<file path="src/rtl/lcd_mmio_ctrl_if.sv">
// LSU-side bus for the character-LCD MMIO responder.
// The LSU drives the select/store/address signals. The peripheral returns combinational read data.
interface lcd_mmio_ctrl_if;
    logic        cs_i;
    logic        wren_i;
    logic [3:0]  addr_i;
    logic [31:0] st_data_i;
    logic [31:0] ld_data_o;

    modport master (
        output cs_i, wren_i, addr_i, st_data_i,
        input  ld_data_o
    );

    modport slave (
        input  cs_i, wren_i, addr_i, st_data_i,
        output ld_data_o
    );
endinterface

</file>
<file path="src/rtl/lcd_mmio_ctrl.sv">
// Character-LCD MMIO controller.
// CPU stores queue RS/DB bytes into a FIFO. A timing FSM replays each byte onto the
// LCD pins as a setup / enable / hold / execute-wait sequence.
module lcd_mmio_ctrl #(
    parameter int FIFO_DEPTH    = 8,
    parameter int SETUP_CYC     = 2,
    parameter int EN_CYC        = 4,
    parameter int HOLD_CYC      = 2,
    parameter int EXEC_CYC      = 10,
    parameter int LONG_EXEC_CYC = 100
) (
    input  logic                 clk_i,
    input  logic                 rst_i,
    lcd_mmio_ctrl_if.slave       bus,
    output logic [31:0]          io_lcd_o,
    output logic                 irq_o
);

    localparam int AW = $clog2(FIFO_DEPTH);
    localparam int CW = AW + 1;

    localparam logic [15:0] SETUP_LD = 16'(SETUP_CYC - 1);
    localparam logic [15:0] EN_LD    = 16'(EN_CYC - 1);
    localparam logic [15:0] HOLD_LD  = 16'(HOLD_CYC - 1);
    localparam logic [15:0] EXEC_LD  = 16'(EXEC_CYC - 1);
    localparam logic [15:0] LONG_LD  = 16'(LONG_EXEC_CYC - 1);

    typedef enum logic [2:0] {
        S_IDLE,
        S_SETUP,
        S_PULSE,
        S_HOLD,
        S_WAIT
    } state_t;

    // ---------------- register decode ----------------
    logic       wr_act;
    logic [1:0] sel;
    logic       push_req, ctrl_wr, flush, ovf_clr;
    logic       push_ok, push_rej, pop;
    logic       full, empty;

    // FIFO storage and pointers; entry = {RS, DB}
    logic [8:0]    mem_q [FIFO_DEPTH];
    logic [AW-1:0] wr_ptr_q, rd_ptr_q;
    logic [CW-1:0] count_q;
    logic [8:0]    head;

    // control / status
    logic ctrl_on_q, ctrl_ie_q, ovf_q;

    // FSM
    state_t      state_q, state_d;
    logic [15:0] cnt_q, cnt_d;
    logic        en_q, en_d;
    logic        rs_q, rs_d;
    logic [7:0]  db_q, db_d;
    logic        long_cmd;

    // Only word-aligned addresses and the low data byte matter.
    logic unused_bits;
    assign unused_bits = ^{bus.addr_i[1:0], bus.st_data_i[31:8]};

    assign wr_act   = bus.cs_i & bus.wren_i;
    assign sel      = bus.addr_i[3:2];
    assign push_req = wr_act & (sel == 2'd0 || sel == 2'd1);
    assign ctrl_wr  = wr_act & (sel == 2'd3);
    assign flush    = ctrl_wr & bus.st_data_i[2];
    assign ovf_clr  = ctrl_wr & bus.st_data_i[3];

    assign full  = (count_q == CW'(FIFO_DEPTH));
    assign empty = (count_q == '0);

    // Space is judged on the pre-edge count, so a same-cycle pop never makes room.
    assign push_ok  = push_req & ~full & ~flush;
    assign push_rej = push_req & full & ~flush;
    assign pop      = (state_q == S_IDLE) & ~empty;
    assign head     = mem_q[rd_ptr_q];

    // Clear and return-home commands need the long execute wait.
    assign long_cmd = ~rs_q & (db_q == 8'h01 || db_q == 8'h02 || db_q == 8'h03);

    // FIFO storage write; contents need no reset since count gates every read.
    always_ff @(posedge clk_i) begin
        if (push_ok)
            mem_q[wr_ptr_q] <= {sel[0], bus.st_data_i[7:0]};
    end

    // FIFO pointers and occupancy; flush wins over any same-cycle push/pop.
    always_ff @(posedge clk_i) begin
        if (rst_i || flush) begin
            wr_ptr_q <= '0;
            rd_ptr_q <= '0;
            count_q  <= '0;
        end else begin
            if (push_ok) wr_ptr_q <= wr_ptr_q + 1'b1;
            if (pop)     rd_ptr_q <= rd_ptr_q + 1'b1;
            unique case ({push_ok, pop})
                2'b10:   count_q <= count_q + 1'b1;
                2'b01:   count_q <= count_q - 1'b1;
                default: count_q <= count_q;
            endcase
        end
    end

    // CTRL bits, sticky overflow and the idle interrupt.
    always_ff @(posedge clk_i) begin
        if (rst_i) begin
            ctrl_on_q <= 1'b0;
            ctrl_ie_q <= 1'b0;
            ovf_q     <= 1'b0;
            irq_o     <= 1'b0;
        end else begin
            if (ctrl_wr) begin
                ctrl_on_q <= bus.st_data_i[0];
                ctrl_ie_q <= bus.st_data_i[1];
            end
            if (push_rej)
                ovf_q <= 1'b1;
            else if (ovf_clr)
                ovf_q <= 1'b0;
            irq_o <= empty & (state_q == S_IDLE) & ctrl_ie_q;
        end
    end

    // FSM state, down-counter and registered pin drivers.
    always_ff @(posedge clk_i) begin
        if (rst_i) begin
            state_q <= S_IDLE;
            cnt_q   <= '0;
            en_q    <= 1'b0;
            rs_q    <= 1'b0;
            db_q    <= '0;
        end else begin
            state_q <= state_d;
            cnt_q   <= cnt_d;
            en_q    <= en_d;
            rs_q    <= rs_d;
            db_q    <= db_d;
        end
    end

    // Next-state: each phase counts down to zero, then loads the next phase length.
    always_comb begin
        state_d = state_q;
        cnt_d   = cnt_q - 16'd1;
        en_d    = en_q;
        rs_d    = rs_q;
        db_d    = db_q;
        unique case (state_q)
            S_IDLE: begin
                cnt_d = cnt_q;
                en_d  = 1'b0;
                if (!empty) begin
                    rs_d    = head[8];
                    db_d    = head[7:0];
                    cnt_d   = SETUP_LD;
                    state_d = S_SETUP;
                end
            end
            S_SETUP: begin
                if (cnt_q == '0) begin
                    en_d    = 1'b1;
                    cnt_d   = EN_LD;
                    state_d = S_PULSE;
                end
            end
            S_PULSE: begin
                if (cnt_q == '0) begin
                    en_d    = 1'b0;
                    cnt_d   = HOLD_LD;
                    state_d = S_HOLD;
                end
            end
            S_HOLD: begin
                if (cnt_q == '0) begin
                    cnt_d   = long_cmd ? LONG_LD : EXEC_LD;
                    state_d = S_WAIT;
                end
            end
            S_WAIT: begin
                if (cnt_q == '0)
                    state_d = S_IDLE;
            end
            default: begin
                cnt_d   = '0;
                en_d    = 1'b0;
                state_d = S_IDLE;
            end
        endcase
    end

    // Pin word: every bit comes straight from a flop, RW is tied low.
    always_comb begin
        io_lcd_o     = '0;
        io_lcd_o[31] = ctrl_on_q;
        io_lcd_o[10] = en_q;
        io_lcd_o[9]  = rs_q;
        io_lcd_o[7:0] = db_q;
    end

    // Combinational read mux; the LSU qualifies it with its own select.
    always_comb begin
        bus.ld_data_o = '0;
        unique case (sel)
            2'd2: begin
                bus.ld_data_o[0]    = (state_q != S_IDLE) | ~empty;
                bus.ld_data_o[1]    = full;
                bus.ld_data_o[2]    = empty;
                bus.ld_data_o[3]    = ovf_q;
                bus.ld_data_o[15:8] = 8'(count_q);
            end
            2'd3: begin
                bus.ld_data_o[0] = ctrl_on_q;
                bus.ld_data_o[1] = ctrl_ie_q;
            end
            default: bus.ld_data_o = '0;
        endcase
    end

endmodule

</file>
<file path="src/flat_wrapper.sv">
// flat-port wrapper written by rule: the top's interface ports become plain ports
module lcd_mmio_ctrl_flat 
#(
    parameter int FIFO_DEPTH    = 8,
    parameter int SETUP_CYC     = 2,
    parameter int EN_CYC        = 4,
    parameter int HOLD_CYC      = 2,
    parameter int EXEC_CYC      = 10,
    parameter int LONG_EXEC_CYC = 100
)
  (clk_i, rst_i, io_lcd_o, irq_o, bus_cs_i, bus_wren_i, bus_addr_i, bus_st_data_i, bus_ld_data_o);
  lcd_mmio_ctrl_if bus_i ();
  input  logic clk_i;
  input  logic rst_i;
  output logic [31:0] io_lcd_o;
  output logic irq_o;
  input wire logic [$bits(bus_i.cs_i)-1:0] bus_cs_i;
  input wire logic [$bits(bus_i.wren_i)-1:0] bus_wren_i;
  input wire logic [$bits(bus_i.addr_i)-1:0] bus_addr_i;
  input wire logic [$bits(bus_i.st_data_i)-1:0] bus_st_data_i;
  output wire logic [$bits(bus_i.ld_data_o)-1:0] bus_ld_data_o;
  assign bus_i.cs_i = bus_cs_i;
  assign bus_i.wren_i = bus_wren_i;
  assign bus_i.addr_i = bus_addr_i;
  assign bus_i.st_data_i = bus_st_data_i;
  assign bus_ld_data_o = bus_i.ld_data_o;
  lcd_mmio_ctrl #(.FIFO_DEPTH(FIFO_DEPTH), .SETUP_CYC(SETUP_CYC), .EN_CYC(EN_CYC), .HOLD_CYC(HOLD_CYC), .EXEC_CYC(EXEC_CYC), .LONG_EXEC_CYC(LONG_EXEC_CYC)) u_core (.clk_i(clk_i), .rst_i(rst_i), .bus(bus_i), .io_lcd_o(io_lcd_o), .irq_o(irq_o));
endmodule
</file>
<file path="config.mk">
export PLATFORM = sky130hd
export DESIGN_NAME = lcd_mmio_ctrl_flat
export DESIGN_NICKNAME = d
export VERILOG_FILES = /design/src/rtl/lcd_mmio_ctrl_if.sv /design/src/rtl/lcd_mmio_ctrl.sv /design/src/flat_wrapper.sv
export SDC_FILE = /design/constraint.sdc
export NUM_CORES = 1
export LEC_CHECK = 0
export BUFFER_PORTS_ARGS = -buffer_cell sky130_fd_sc_hd__clkbuf_2
export CAP_MARGIN = 20
export CORE_MARGIN = 4
export CORE_UTILIZATION = 59
export CTS_CLUSTER_DIAMETER = 30
export DETAILED_ROUTE_END_ITERATION = 8
export PLACE_DENSITY = 0.85
export SKIP_LAST_GASP = 1
export SLEW_MARGIN = 30
export SYNTH_ARGS = -nofsm -noshare
export SYNTH_HDL_FRONTEND = slang
export SYNTH_SLANG_ARGS = --single-unit
</file>
<file path="constraint.sdc">
create_clock -name clk_i -period 4.9 [get_ports clk_i]
set_clock_uncertainty 0.2 [all_clocks]
set_input_delay 0.49 -clock clk_i [delete_from_list [all_inputs] [get_ports clk_i]]
set_output_delay 0.49 -clock clk_i [all_outputs]
set_load 0.05 [all_outputs]
</file>
After elaboration in Yosys (flattened, before gate mapping)
Memory sizes are Yosys's and may differ from the RTL's. A register that Yosys moved wholly into a read port is not among the register bits. Cells that the tools add are included.

Bits in registers: 34. Memory bits (writable): 72. Input bits: 40. Output and inout bits: 65. Memories kept: 1.

Memory list: u_core.mem_q (depth 8, bits a word 9, rd ports 1, clocked after Yosys merged registers in 1, write ports 1, RTL line lcd_mmio_ctrl.sv:44) `logic [8:0] mem_q [FIFO_DEPTH];`.

$add $sub $neg: 5. Equality and inequality tests: 18. Multiplexer cells: 23. Bitwise logic cells: 19. Reductions and logical operators: 15.

Operators by type and width (number): 16-bit case mux with 5 select lines (1); 16-bit two-way mux (4); 8-bit by 2-bit == test with 1-bit output (second input constant) (2); 16-bit zero test (1); 16-bit by 1-bit subtractor with 16-bit output (second input constant) (1); 3-bit two-way mux (5); 3-bit case mux with 5 select lines (1); 1-bit bitwise AND (13); 8-bit by 1-bit == test with 1-bit output (second input constant) (1); 2-bit by 1-bit inequality test with 1-bit output (second input constant) (4); 4-bit case mux with 2 select lines (1); 7-bit two-way mux (1); 3-bit by 1-bit adder with 3-bit output (second input constant) (2); 2-bit == test (second input constant) (3); 3-bit by 2-bit == test with 1-bit output (second input constant) (2); 1-bit two-way mux (6); 1-bit inverter (5); 5-bit AND reduction (1); 4-bit by 1-bit adder with 4-bit output (second input constant) (1); 2-bit by 1-bit == test with 1-bit output (second input constant) (2); 4-bit == test (second input constant) (1); 4-bit zero test (1); 1-bit logical OR (4); 4-bit two-way mux (1); other kinds (15) (16).

Depth between registers and ports, before layout
Gate-level depths: netlist (run 1).

Depth after elaboration: 7. Mapped depth: 12. Mapped depth without buffers: 10.

Worst setup path after synthesis (run 1)
No wires, ideal clock.

Kind: register -> register. Start: register u_core.count_q[0]. End: register u_core.count_q[3]. Library setup time: 71 ps. Data arrival time: 2857 ps. Path slack: 1772 ps. Stages on the path, launching flop included: 11. Path buffers: 1. Clock period less this slack: 3128 ps. Cell sequence: dfxtp_1 nor4_1 nor3_1 clkbuf_1 ha_1 ha_1 a21o_1 a21oi_1 xnor2_1 or3_1 a21oi_1.

Elaborated cells on any way between the ends: 13.

RTL lines: start: declaration (RTL line lcd_mmio_ctrl.sv:46) `logic [CW-1:0] count_q;`; start signal: assignment (RTL line lcd_mmio_ctrl.sv:99) `2'b10: count_q <= count_q + 1'b1;`; start signal: assignment (RTL line lcd_mmio_ctrl.sv:100) `2'b01: count_q <= count_q - 1'b1;`; start signal: assignment (RTL line lcd_mmio_ctrl.sv:101) `default: count_q <= count_q;`; 4-bit zero test * (RTL line lcd_mmio_ctrl.sv:72) `assign empty = (count_q == '0);`; 1-bit inverter * (RTL line lcd_mmio_ctrl.sv:77) `assign pop = (state_q == S_IDLE) & ~empty;`; 1-bit bitwise AND * (RTL line lcd_mmio_ctrl.sv:77); via u_core.pop (RTL line lcd_mmio_ctrl.sv:40) `logic push_ok, push_rej, pop;`; 2-bit by 1-bit == test with 1-bit output or 2-bit == test (tied branches) (RTL line lcd_mmio_ctrl.sv:98) `unique case ({push_ok, pop})`; 4-bit case mux with 2 select lines or 2-bit nonzero test (tied branches).

The timed path passes the listed nets; every way through them passes the cells marked *. A chain may end at the register's enable or synchronous reset.

Final worst setup path (run 1)
Start: register u_core.count_q[0]. End: register u_core.count_q[3].

Longest elaborated chain between the ends: 6. Elaborated cells on any way between the ends: 13.

Ends and longest elaborated chain: 4-bit == test (RTL line lcd_mmio_ctrl.sv:71) `assign full = (count_q == CW'(FIFO_DEPTH));`; 1-bit inverter (RTL line lcd_mmio_ctrl.sv:75) `assign push_ok = push_req & ~full & ~flush;`; 1-bit bitwise AND (2 in a row) (RTL line lcd_mmio_ctrl.sv:75); 2-bit by 1-bit == test with 1-bit output or 2-bit == test (tied branches) (RTL line lcd_mmio_ctrl.sv:98); 4-bit case mux with 2 select lines or 2-bit nonzero test (tied branches).

Parallel ways exist; a longest one is shown, timed or not.

==> results.md, run 1 <==
* Clock transition at path regs at 60 ps
* Routed wire length per instance at about 18 um
* Max Cap Violations at 0
* Warnings from Yosys at 0
* Worst path top cell family by delay: simple AND/OR/NAND/NOR gates
* # IOs at approximately 110
* Postcts setup bufs at 0
* Clock power share at 29.4%
* Drt pass-1 iters at 5
* Buffers on Ports at 33
* Largest net degree at the start of global routing at 28
* Initial antenna violation count at 0
* Global-route wire length before repair at ~17000 um
* Status: completed
* RSZ-0062 raised after global routing: false
* H-Tree Depth at 4
* Clock sinks at between 100 and 150
* Fill count at ~570
* Rel. slew slack at between 30% and 40%
* Power per cell area at 638 nW/um^2
* Vias/cell at between 5 and 6
* CP endpoint kind: register
* CTS resizes at 0
* Number of global-route vias before repair at 3332
* CP max-delay cell: nor3_1
* Clock Root Buffer: clkbuf_8
* Worst-path cell chain: nor4b_1, nor3_1, inv_1, ha_1, ha_1, a21o_1, a21oi_1, xnor2_1, or3_1, a21oi_1
* DRC viols at 0
* Placeable Area at 8760 um^2
* WHS at just over 40 ps
* P_int at approximately 0.0023 W
* Dpl hpwl at approximately 7000 um
* Hold_buf cts at 0
* Clk Latency, worst-skew pair at 530 ps
* Antenna Cells at 0
* DIE AREA at 10600 um^2
* Nets at between 500 and 600
* Initial core utilization at ~61%
* DRT iter0 DRCs at 251
* # rows at 34
* Die Ht at just over 100 um
* Mapped Area at 5340 um^2
* Drt total wl at ~11000 um
* Fmax achieved at between 300 and 400 MHz
* Worst Max-Slew Pin Slew at between 900 and 1000 ps
* Tmin final at ~3200 ps
* Unique masters post-synth at 52
* Switching power at about 0.0015 W
* Area of the multi-input gates at around 2000 um^2
* Synth-to-Final Area Change at 11.7%
* CTS Buffer Depth at 2
* GPL Wtd Cong at 0.810
* Synth Instances at ~430
* Crit Path Category: reg -> reg
* Final setup violating endpoints at 0
* Syn avg cell area at roughly 12 um^2
* Tot GR Track Use at 21.7%
* Async SR Flop Fraction at 0%
* Total number of vias at 3472
* Sequential-to-total area share from yosys stat at approximately 57%
* Crit path buffers/inverters at 1
* CP max FO at 6
* Synthesized flop and latch total at approximately 120
* Die Wd at around 100 um
* Hold WC Path Type: in -> reg
* Worst path max stage delay at 620 ps
* Final Core Density at 68.1%
* CTS tree: done
* Layout cells sized above 1 at a little over a fifth
* Final worst slack at between 1500 and 2000 ps
* CTS buffer count at 17
* Register area at roughly 3000 um^2
* Total negative slack at 0 ps
* Leakage power at between 2 and 2.5 nW
* Logic pwr share at 37.8%
* WP data arrival at between 3000 and 4000 ps
* Crit share post-route at roughly 65%
* Seq pwr share at ~33%
* Sw Ratio at between 40% and 50%
* Worst EP required at ~5200 ps
* Grt total ovfl at 0
* Post-DRT Antenna Nets at 0
* DP Worst Slack at roughly 1700 ps
* Synth Flop Type: edfxtp_1
* Kind of launch point of the worst setup path: register
* Final Max Tran Viols at 0
* VDD IR max at 0.340 mV
* Post-synth EDFFs at ~70
* Final Hold Viols at 0
==> cells in the final DEF (no fill, tap or decap), types with 4 or more instances in the layout <==
master	n
clkbuf_16	16
nand2_1	24
edfxtp_1	72
nor2_1	41
ha_1	7
nor3b_1	4
dfxtp_1	43
inv_1	6
inv_6	7
clkbuf_2	33
o21ai_0	10
a21oi_1	14
nor3_2	4
nor3_1	10
a211oi_1	11
xnor2_1	7
and2_1	9
a31oi_1	4
mux2i_1	13
nand3_1	4
buf_4	5
xor2_1	6
a21o_1	7
conb_1	45
mux4_2	18
nor4_1	7
==> stage by stage <==
step	instance area (um^2)	cells	power [W]
floorplan	5510	478	0.00243
global placement	5430	555	0.00263
detailed placement	5430	555	0.00269
CTS	5960	587	0.00381
global route	5970	587	0.00402
finish	5970	587	0.00381
==> layer usage <==
metal	GRT usage, %	wire length (um)	vias up
met2	35.6	5510	164
met3	6.36	811	20
met1	27.0	4260	1710
met5	0	0	-
met4	8.86	174	0
li1	-	-	1578
==> cell usage after synthesis, types with 3 or more instances <==
| cell | instances | area, um^2 |
|---|---|---|
| dfxtp_1 | 43 | 861 |
| nor4_1 | 8 | 50.1 |
| o21ai_1 | 3 | 15.0 |
| o21ai_0 | 10 | 50.1 |
| edfxtp_1 | 72 | 2160 |
| buf_2 | 3 | 15.0 |
| ha_1 | 7 | 87.6 |
| buf_4 | 48 | 360 |
| nor2_1 | 42 | 158 |
| xor2_1 | 6 | 52.6 |
| nor3_1 | 14 | 70.1 |
| nor3b_1 | 6 | 45.0 |
| xnor2_1 | 7 | 61.3 |
| mux2i_1 | 13 | 130 |
| inv_1 | 6 | 22.5 |
| mux4_2 | 18 | 405 |
| a211oi_1 | 11 | 82.6 |
| nand3_1 | 4 | 20.0 |
| a31oi_1 | 4 | 25.0 |
| buf_1 | 4 | 15.0 |
| nand2b_1 | 3 | 18.8 |
| nand2_1 | 24 | 90.1 |
| a21oi_1 | 14 | 70.1 |
| and2_1 | 9 | 56.3 |
| a21o_1 | 7 | 52.6 |
| clkbuf_1 | 12 | 45.0 |
==> registers in the layout (all words and copies together), names as in the netlist <==
register and count:
u_core.cnt_q 16, u_core.mem_q 72, u_core.irq_o 1, u_core.rs_q 1
u_core.wr_ptr_q 3, u_core.ovf_q 1, u_core.count_q 4, u_core.ctrl_ie_q 1
u_core.state_q 3, u_core.db_q 8, u_core.rd_ptr_q 3, u_core.en_q 1
u_core.ctrl_on_q 1
==> power groups by stage <==
stage               Clock [W]  Combinational (W)  Sequential [W]
finish                0.00112            0.00144         0.00125
global route          0.00117            0.00158         0.00127
CTS                   0.00112            0.00143         0.00125
detailed placement          0            0.00142         0.00127
global placement            0            0.00137         0.00126
floorplan                   0            0.00115         0.00128
==> final timing paths <==
| kind | start | to | slack (ps) | cells after the start |
|---|---|---|---|---|
| setup reg to reg | u_core.count_q[0]$_SDFFE_PP0P_ | u_core.count_q[3]$_SDFFE_PP0P_ | 1740 | 10 |
| hold / removal | bus_st_data_i[5] | u_core.mem_q[7][5]$_DFFE_PP_ | 40 | 1 |
| setup / recovery | u_core.count_q[0]$_SDFFE_PP0P_ | u_core.count_q[3]$_SDFFE_PP0P_ | 1740 | 10 |
| hold reg to reg | u_core.en_q$_SDFFE_PP0P_ | u_core.en_q$_SDFFE_PP0P_ | 280 | 2 |
==> area by class of cell <==
cell class,instances,share of cell area (%)
Sequential cell,115,50.7
Multi-Input combinational cell,288,34.3
Clock buffer,17,6.94
Timing Repair Buffer,38,3.40
Tap cell,108,2.27
Clock inverter,15,2.03
Inverter,6,0.378
==> logic make-up (layout without fill, tap and decap cells) <==
family / after synthesis / after routing / share of synthesized area, %
flip-flops: 115 / 115 / 56.6
AND/OR/NAND/NOR: 129 / 129 / 12.4
AO/OA/AOI/OAI: 62 / 62 / 7.71
adder cells (fa/ha/maj): 8 / 8 / 2.01
multiplexers: 31 / 31 / 10.0
buffers and inverters: 75 / 76 / 9.00
XOR/XNOR: 13 / 13 / 2.13
other: 1 / 45 / 0.0702
No activity file was read; power rests on OpenSTA's default activity.
==> inputs of run 2 (changes only) <==
Settings changed: CORE_UTILIZATION 59 to 50, PLACE_DENSITY 0.85 to 0.76.
Clock period 4.9 ns to 2.8 ns, I/O delays scaled along.
==> run 2 against run 1 <==
Net effect: sequential power rose by 71%; die area rose by 17%; via count rose by 1.8%; non-clock buffer count rose by 26; hold slack improved by 5.5 ps; register-to-register slack got worse by 1600 ps; cell area rose by 5.6%; flip-flop and latch count did not move; largest cell class unchanged.
==> results.md, run 2 (synthesis gave the netlist of run 1 again) <==
* Status: completed
* GPL Wtd Cong at 0.830 (+2.5%)
* Worst hold path startpoint: bus_addr_i[3]
* Tot GR Track Use at 18.5% (-3.2 points)
* Cell Area, Placed at 5570 um^2 (+2.5%)
* Worst Max-Slew Pin Slew at 918 ps (-28.3 ps)
* Rel. slew slack at 38.6% (+1.9 points)
* Reg2reg start: u_core.cnt_q[0]$_SDFFE_PP0P_
* Final worst slack at 119 ps (-1620 ps)
* H-Tree Depth at 4 (unchanged)
* Clock sinks at 115 (unchanged)
* Global-route wire length before repair at 17900 um (+5.6%)
* Reg2reg end: u_core.cnt_q[4]$_SDFFE_PP0P_
* CP endpoint kind: output port
* # rows at 37 (+8.8%)
* DP Worst Slack at 119 ps (-1540 ps)
* Placeable Area at 10400 um^2 (+18%)
* WP data arrival at 2200 ps (-1220 ps)
* Kind of launch point of the worst setup path: register
* Final setup violating endpoints at 0 (unchanged)
* Post-route cell area at 6300 um^2 (+5.6%)
* Clk Latency, worst-skew pair at 520 ps (about the same)
* CTS buffer count at 17 (unchanged)
* Post-DRT Antenna Nets at 0 (unchanged)
* Initial core utilization at 51.5% (-9.4 points)
* Antenna Cells at 0 (unchanged)
* Reg2Reg Depth at 7 (-3)
* Synth-to-Final Area Change at 18.0%
* Routed wire length per instance at 17.2 um (-6.2%)
* Clock Root Buffer: clkbuf_8
* Initial antenna violation count at 0 (unchanged)
* Nets at 540 (+5.1%)
* Final Max Tran Viols at 0 (unchanged)
* Top reg by flops: u_core.mem_q
* Most common cell after layout, fill and taps aside: edfxtp_1
* Dpl hpwl at 6970 um (-0.62%)
* # IOs at 105 (unchanged)
* Vias/cell at 5.52 (-6.7%)
* Clock transition at path regs at 60 ps (about the same)
* Crit Path Category: reg -> out
* Max Cap Violations at 0 (unchanged)
* Most frequent cells in the layout: edfxtp_1, conb_1, nor2_1, dfxtp_1, clkbuf_2
* CTS Buffer Depth at 2 (unchanged)
* Hold WC Path Type: in -> reg
* Hold Path Sink: u_core.ovf_q$_SDFFE_PP0P_
* Buffers on Ports at 33 (unchanged)
* R2R Setup Slk at 140 ps (-1600 ps)
* Final Hold Viols at 0 (unchanged)
* CTS tree: done
* Leakage power at 2.35 nW (+7.2%)
* Final Core Density at 60.8% (-7.3 points)
* Layout cells sized above 1 at 24.2% (+2.4 points)
* Top flop regs: u_core.mem_q: 72 flops, u_core.cnt_q: 16 flops, u_core.db_q: 8 flops
* Die Wd at 111 um (+8.0%)
* DRT iter0 DRCs at 317 (+26%)
* VDD IR max at 0.590 mV (+74%)
* Crit share post-route at 95.8%
* Number of global-route vias before repair at 3545 (+6.4%)
* DRC viols at 0 (unchanged)
* Grt total ovfl at 0 (unchanged)
* RSZ-0062 raised after global routing: false
* Worst EP required at 2320 ps (-2840 ps)
* Drt pass-1 iters at 5 (unchanged)
* Drt total wl at 11000 um (+2.4%)
* Fmax achieved at about 370 MHz
* Power per cell area at 1120 nW/um^2 (+76%)
* Max reg flops at 72 (unchanged)
* Total number of vias at 3536 (+1.8%)
* Fill count at 771 (+36%)
* Hold Path Depth at 4 (+3)
* CP max FO at 7 (+1)
* DIE AREA at 12400 um^2 (+17%)
* Tmin final at approximately 2700 ps
* Die Ht at 111 um (+8.0%)
* Largest net degree at the start of global routing at 24 (-14%)
-- run 2: worst max path at each step --
stage	from	end	slack (ps)	depth (start not counted)
6_report	u_core.count_q[3]$_SDFFE_PP0P_	bus_ld_data_o[0]	120	7
5_1_grt	u_core.count_q[3]$_SDFFE_PP0P_	bus_ld_data_o[0]	0.8	7
4_1_cts	u_core.count_q[0]$_SDFFE_PP0P_	bus_ld_data_o[0]	50	7
3_5_place_dp	u_core.count_q[0]$_SDFFE_PP0P_	u_core.count_q[3]$_SDFFE_PP0P_	120	11
3_3_place_gp	u_core.count_q[0]$_SDFFE_PP0P_	u_core.count_q[3]$_SDFFE_PP0P_	200	11
2_1_floorplan	u_core.count_q[0]$_SDFFE_PP0P_	u_core.mem_q[1][0]$_DFFE_PP_	-6	4
-- run 2: repair_timing --
item / in CTS / in global routing
setup buffers: 0 / 1
pin swaps: 0 / 0
setup endpoints to repair: 1 / 2
hold buffers: 10 / 0
endpoints found under the hold margin: 76 / 0
gates resized for setup: 1 / 5
-- run 2: critical path: stages, from the launching register on --
cell      delay [ps]
dfxtp_1          350
nor4_2           290
buf_4            210
nand2_1          100
nor2_2           180
o21ai_0          120
and2_1           190
clkbuf_2         230
-- run 2: report_power, final --
| group | leakage (nW) | switching, W | internal, W |
|---|---|---|---|
| registers | 1.00 | 0.000160 | 0.00198 |
| logic | 1.06 | 0.00171 | 0.00103 |
| clock network | 0.297 | 0.000796 | 0.00139 |
| total | 2.35 | 0.00266 | 0.00440 |
-- run 2: area by class of cell --
type | count | area [um^2] | share of cell area, %
clock buffers | 20 | 468 | 7.43
flip-flops and latches | 115 | 3030 | 48.0
well taps | 136 | 170 | 2.70
inverters | 6 | 22.5 | 0.357
multi-input cells | 288 | 2050 | 32.5
repair buffers | 64 | 423 | 6.71
clock inverters | 12 | 143 | 2.26
-- run 2: per-stage QoR --
stage          cells  setup TNS (ps)  power (W)  hold WS [ps]
2_1_floorplan    478           -53.1    0.00433           179
3_3_place_gp     598               0    0.00472           256
3_5_place_dp     598               0    0.00481           250
4_1_cts          640               0    0.00704          9.72
5_1_grt          641               0    0.00748          57.5
6_report         641               0    0.00706          46.2
-- run 2: layer usage --
layer  track usage, %  vias up  wire [um]  share of wire (%)
met5                0        -          0                  0
met4             7.30        0        302                2.7
met3             6.25       28        827                7.5
met2             31.7      165       5620                 51
met1             21.4     1713       4270                 39
li1                 -     1630          -                  -
